$ cat config.mk
export PLATFORM = sky130hd
export DESIGN_NAME = cla_add_sequencer
export DESIGN_NICKNAME = d
export VERILOG_FILES = /design/src/rtl/cla_add_sequencer.sv
export SDC_FILE = /design/constraint.sdc
export NUM_CORES = 1
export LEC_CHECK = 0
export ABC_CLOCK_PERIOD_IN_PS = 6100
export CAP_MARGIN = 20
export CELL_PAD_IN_SITES_DETAIL_PLACEMENT = 1
export CELL_PAD_IN_SITES_GLOBAL_PLACEMENT = 2
export CORE_ASPECT_RATIO = 1.5
export CORE_UTILIZATION = 30
export DETAILED_ROUTE_END_ITERATION = 6
export PLACE_DENSITY_LB_ADDON = 0.1
export SETUP_SLACK_MARGIN = 0.2
export SYNTH_ARGS = -nofsm -noshare
export SYNTH_HDL_FRONTEND = slang
export SYNTH_SLANG_ARGS = --single-unit
$ cat constraint.sdc
create_clock -name clock -period 6.1 [get_ports clock]
set_input_delay 1.525 -clock clock [delete_from_list [all_inputs] [get_ports clock]]
set_output_delay 1.525 -clock clock [all_outputs]
set_load 0.05 [all_outputs]
$ cat src/rtl/cla_add_sequencer.sv
// cla_add_sequencer: multi-cycle WIDTH-bit add/subtract using one shared
// 8-bit carry-lookahead slice, one slice per cycle from LSB to MSB.
// Ports: clock, reset (sync, active-high), start, ctrl_ALUopcode[4:0],
//   data_operandA/B[WIDTH-1:0] in; data_result, overflow, carry_out,
//   isNotEqual, isLessThan, busy, data_resultRDY out.

module cla_block (
    input  logic [7:0] a,
    input  logic [7:0] b,
    input  logic       cin,
    input  logic       pin,
    input  logic       gin,
    output logic [7:0] s,
    output logic       cout,
    output logic       pout,
    output logic       gout
);
    logic [7:0] p;
    logic [7:0] g;
    logic [8:0] c;
    logic       gg;
    logic       pp;

    always_comb begin
        p    = a ^ b;
        g    = a & b;
        c    = '0;
        c[0] = cin;
        gg   = 1'b0;
        pp   = 1'b1;
        for (int i = 0; i < 8; i++) begin
            c[i+1] = g[i] | (p[i] & c[i]);
            gg     = g[i] | (p[i] & gg);
            pp     = pp & p[i];
        end
        s    = p ^ c[7:0];
        // carry into bit 7, used for signed overflow detection
        cout = c[7];
        // gin merges a lower group's generate; pin kills group propagate
        gout = gg | (pp & gin);
        pout = pp & ~pin;
    end
endmodule

module cla_add_sequencer #(
    parameter int WIDTH = 32
) (
    input  logic             clock,
    input  logic             reset,
    input  logic             start,
    input  logic [4:0]       ctrl_ALUopcode,
    input  logic [WIDTH-1:0] data_operandA,
    input  logic [WIDTH-1:0] data_operandB,
    output logic [WIDTH-1:0] data_result,
    output logic             overflow,
    output logic             carry_out,
    output logic             isNotEqual,
    output logic             isLessThan,
    output logic             busy,
    output logic             data_resultRDY
);
    localparam int N  = WIDTH / 8;
    localparam int IW = (N > 1) ? $clog2(N) : 1;

    typedef enum logic [1:0] {IDLE, RUN, DONE} state_e;

    state_e           state_q, state_d;
    logic [IW-1:0]    idx_q, idx_d;
    logic             carry_q, carry_d;
    logic             sub_q, sub_d;
    logic [WIDTH-1:0] a_q, a_d;
    logic [WIDTH-1:0] b_q, b_d;
    logic [WIDTH-1:0] res_q, res_d;
    logic             ovf_q, ovf_d;
    logic             co_q, co_d;
    logic             ne_q, ne_d;
    logic             lt_q, lt_d;

    logic [IW+2:0]    base;
    logic [7:0]       sl_a;
    logic [7:0]       sl_b;
    logic [7:0]       sl_s;
    logic             sl_c7;
    logic             sl_p;
    logic             sl_g;
    logic             sl_c8;
    logic             legal;
    logic             last;

    assign base  = {idx_q, 3'b000};
    assign sl_a  = a_q[base +: 8];
    assign sl_b  = b_q[base +: 8];
    assign sl_c8 = sl_g | (sl_p & carry_q);
    assign legal = (ctrl_ALUopcode == 5'b00000) ||
                   (ctrl_ALUopcode == 5'b00001);
    assign last  = (idx_q == IW'(N - 1));

    cla_block u_slice (
        .a    (sl_a),
        .b    (sl_b),
        .cin  (carry_q),
        .pin  (1'b0),
        .gin  (1'b0),
        .s    (sl_s),
        .cout (sl_c7),
        .pout (sl_p),
        .gout (sl_g)
    );

    always_comb begin
        state_d = state_q;
        idx_d   = idx_q;
        carry_d = carry_q;
        sub_d   = sub_q;
        a_d     = a_q;
        b_d     = b_q;
        res_d   = res_q;
        ovf_d   = ovf_q;
        co_d    = co_q;
        ne_d    = ne_q;
        lt_d    = lt_q;
        unique case (state_q)
            IDLE, DONE: begin
                state_d = IDLE;
                if (start && legal) begin
                    // subtract is A + ~B + 1: invert B, seed carry with 1
                    sub_d   = ctrl_ALUopcode[0];
                    a_d     = data_operandA;
                    b_d     = ctrl_ALUopcode[0] ? ~data_operandB
                                                : data_operandB;
                    carry_d = ctrl_ALUopcode[0];
                    idx_d   = '0;
                    state_d = RUN;
                end
            end
            RUN: begin
                res_d[base +: 8] = sl_s;
                carry_d          = sl_c8;
                if (last) begin
                    ovf_d   = sl_c7 ^ sl_c8;
                    co_d    = sl_c8;
                    ne_d    = |res_d;
                    lt_d    = sub_q & (res_d[WIDTH-1] ^ ovf_d);
                    state_d = DONE;
                end else begin
                    idx_d = idx_q + 1'b1;
                end
            end
            default: state_d = IDLE;
        endcase
    end

    always_ff @(posedge clock) begin
        if (reset) begin
            state_q <= IDLE;
            idx_q   <= '0;
            carry_q <= 1'b0;
            sub_q   <= 1'b0;
            a_q     <= '0;
            b_q     <= '0;
            res_q   <= '0;
            ovf_q   <= 1'b0;
            co_q    <= 1'b0;
            ne_q    <= 1'b0;
            lt_q    <= 1'b0;
        end else begin
            state_q <= state_d;
            idx_q   <= idx_d;
            carry_q <= carry_d;
            sub_q   <= sub_d;
            a_q     <= a_d;
            b_q     <= b_d;
            res_q   <= res_d;
            ovf_q   <= ovf_d;
            co_q    <= co_d;
            ne_q    <= ne_d;
            lt_q    <= lt_d;
        end
    end

    assign data_result    = res_q;
    assign overflow       = ovf_q;
    assign carry_out      = co_q;
    assign isNotEqual     = ne_q;
    assign isLessThan     = lt_q;
    assign busy           = (state_q == RUN);
    assign data_resultRDY = (state_q == DONE);
endmodule

==> metrics <==
Site Rows 58; Clock Pin Slew Worst Setup and Hold Paths 0.08 ns; first-pass GRT wire length 24,600 um; status completed; largest net degree at the start of global routing 100; Pins Over Slew Limit 0; Async SR Flop Fraction 0%; prevailing post-synth register cell dfxtp_1; worst r2r path cells 13; syn nets 680; Mapped Area 5090 um^2; TNS Setup 0 ns; synthesis-stage register bit count 106; initial antenna violation count 0; Tmin final 5.22 ns; Pre-Repair DR Iteration Count 4; GR Util All Layers 18.4%; fin crit share 85.5%; Synth Instances 587; aggregate global routing overflow 0; P per Cell Area 214 nW/um^2; share of cells above drive strength 1 6.75%; DP HPWL 11,500 um; Placed Cells 874; Final ANT Viol Nets 0; DRT Wirelength 15,300 um; TritonCTS clock tree built; Vias/cell 5.00; Initial DRC Count 124; max-capacitance violation count 0; CP Max Fanout 11; endpoints failing setup 0; placer congestion estimate 0.842; WL/cell 17.2 um; hold_buf cts 0; RR Startpoint idx_q[0]; final core occ 39.8%; fraction of the yosys area taken by sequential cells 41.7%; layout net count 769; total number of vias 4,451; Max transition margin 36.4%; Area growth syn-to-layout 30.5%; Skew-Pair Late Insertion Delay 0.36 ns; Port Buf Inserts 109; Leakage 2.21 nW; RR Endpoint isLessThan; clock skew 0.0113 ns; H-tree lvl count 3; Worst Max-Slew Pin Slew 0.954 ns; Post-synth EDFFs 0; Starting Density 30.5%; die area 17,500 um^2; Antenna Cells 0; R2R Setup Slk 0.88 ns; Die Ht 162 um; Final Cell Area 6640 um^2; placed inst area 6330 um^2; hold depth 2; Crit Path Class flop to flop; worst path required time 6.40 ns; Core ar. 16,700 um^2; Yosys cell types 49; final hold viol count 0; TritonCTS Buffers 9; critical path arrival 5.52 ns; # IOs 110; Worst Hold Path EP a_q[24]; Fin Hold WS 0.457 ns; TritonCTS sink count 106; CP Capture Type flop; Die W 108 um; Synth Area per Inst 8.67 um^2; Post-Layout Cell Count 891; Max rail drop VDD 110 uV; root buffer cell clkbuf_16; CTS max path bufs 2; fmax 192 MHz; post-cts resize count 0; DR DRC count 0; Hold Crit Class flop to flop; Ys Warns 0; unrepaired setup endpoints after global routing no; hold path startpoint a_q[24]; vias in the first global route 4,713; postcts setup bufs 0; crit start category flop
-- per-stage QoR --
| step | worst slack [ns] | power [W] |
|---|---|---|
| 2_1_floorplan | 1.17 | 0.000788 |
| 3_3_place_gp | 1.04 | 0.000856 |
| 3_5_place_dp | 0.859 | 0.000858 |
| 4_1_cts | 0.835 | 0.00144 |
| 5_1_grt | 0.605 | 0.00148 |
| 6_report | 0.883 | 0.00142 |
-- placed cells by master (no fill, tap or decap), types with 5 or more instances in the layout --
master           netlist  routed
nand2_1               83      83
a211oi_1              33      33
dfxtp_1              106     106
fa_1                   7       7
xnor2_1               33      33
inv_1                 20      20
clkbuf_16              0       9
clkdlybuf4s50_1        0     107
nor3_1                 8       8
mux4_2                16      16
ha_1                  14      14
a21oi_1               71      71
buf_4                  0       5
or4_1                  5       5
nor2_1               101     101
-- metal layers --
layer,routed length (um),global-route usage (%),share of wire (%)
met5,0,0,0
met4,434,7.13,2.8
met3,405,3.27,2.6
met2,8360,34.5,55
met1,6130,20.1,40
-- flip-flops by register name, summed over array words and instances, names as in the netlist --
| name | cells |
|---|---|
| carry_q | 1 |
| idx_q | 2 |
| state_q | 2 |
| carry_out | 1 |
| a_q | 32 |
| data_result | 32 |
| sub_q | 1 |
| isLessThan | 1 |
| b_q | 32 |
| overflow | 1 |
| isNotEqual | 1 |
-- synth_stat cells (2+ instances only) --
cell	instances	area, um^2
nand2_1	83	312
o22ai_1	3	18.8
xnor2_1	33	289
fa_1	7	140
nor3b_1	2	15.0
mux4_2	16	360
nand3_1	4	20.0
a22oi_1	4	30.0
and4b_1	2	20.0
dfxtp_1	106	2120
nor2b_1	2	12.5
clkbuf_1	27	101
nor2_1	101	379
o211ai_1	2	15.0
nor3_1	8	40.0
nand4_1	2	12.5
nand3b_1	3	22.5
nand2b_1	2	12.5
inv_1	20	75.1
a211oi_1	33	248
ha_1	14	175
or4_1	5	37.5
o21ai_0	3	15.0
nor4_1	2	12.5
buf_2	4	20.0
buf_1	5	18.8
or3_1	2	12.5
a21oi_1	71	355
-- how the worst max path moves through the flow --
stage / startpoint / endpoint / slack [ns] / cells after the start
after global placement: idx_q[0] / isLessThan / 1.04 / 13
after CTS: idx_q[0] / isLessThan / 0.83 / 13
after global routing: idx_q[0] / isLessThan / 0.61 / 13
final: idx_q[0] / isLessThan / 0.88 / 13
after floorplan: idx_q[1] / isLessThan / 1.17 / 17
after detailed placement: idx_q[0] / isLessThan / 0.86 / 13
-- worst max-delay path, stage by stage (launching register included) --
cell and delay (ns):
dfxtp_1 0.78, mux4_2 0.40, fa_1 0.17, inv_1 0.05, fa_1 0.40, fa_1 0.42, fa_1 0.41, fa_1 0.40
fa_1 0.39, fa_1 0.52, xnor2_1 0.44, a21oi_1 0.16, or4b_1 0.54, nand3_1 0.07
-- kinds of logic (layout without fill, tap and decap cells) --
family,after synthesis,in the layout,synth area share (%)
AND/OR/NAND/NOR,224,224,19.1
multiplexers,16,16,7.08
XOR/XNOR,34,34,5.85
buffers and inverters,56,150,4.23
adder cells (fa/ha/maj),21,21,6.20
AO/OA/AOI/OAI,130,130,15.9
flip-flops,106,106,41.7
-- where the power goes --
| group | total (W) | internal [W] | switching [W] |
|---|---|---|---|
| Clock | 0.000580 | 0.000285 | 0.000295 |
| Sequential | 0.000705 | 0.000699 | 0.00000589 |
| Combinational | 0.000134 | 0.0000725 | 0.0000615 |
-- area by class of cell --
type | instances | area [um^2]
fillers | 1959 | 10000
well taps | 210 | 263
repair buffers | 114 | 1140
clock inverters | 7 | 60.1
clock buffers | 9 | 225
inverters | 20 | 75.1
flip-flops and latches | 106 | 2120
multi-input cells | 425 | 2760
Power figures use the tool's default switching activity.
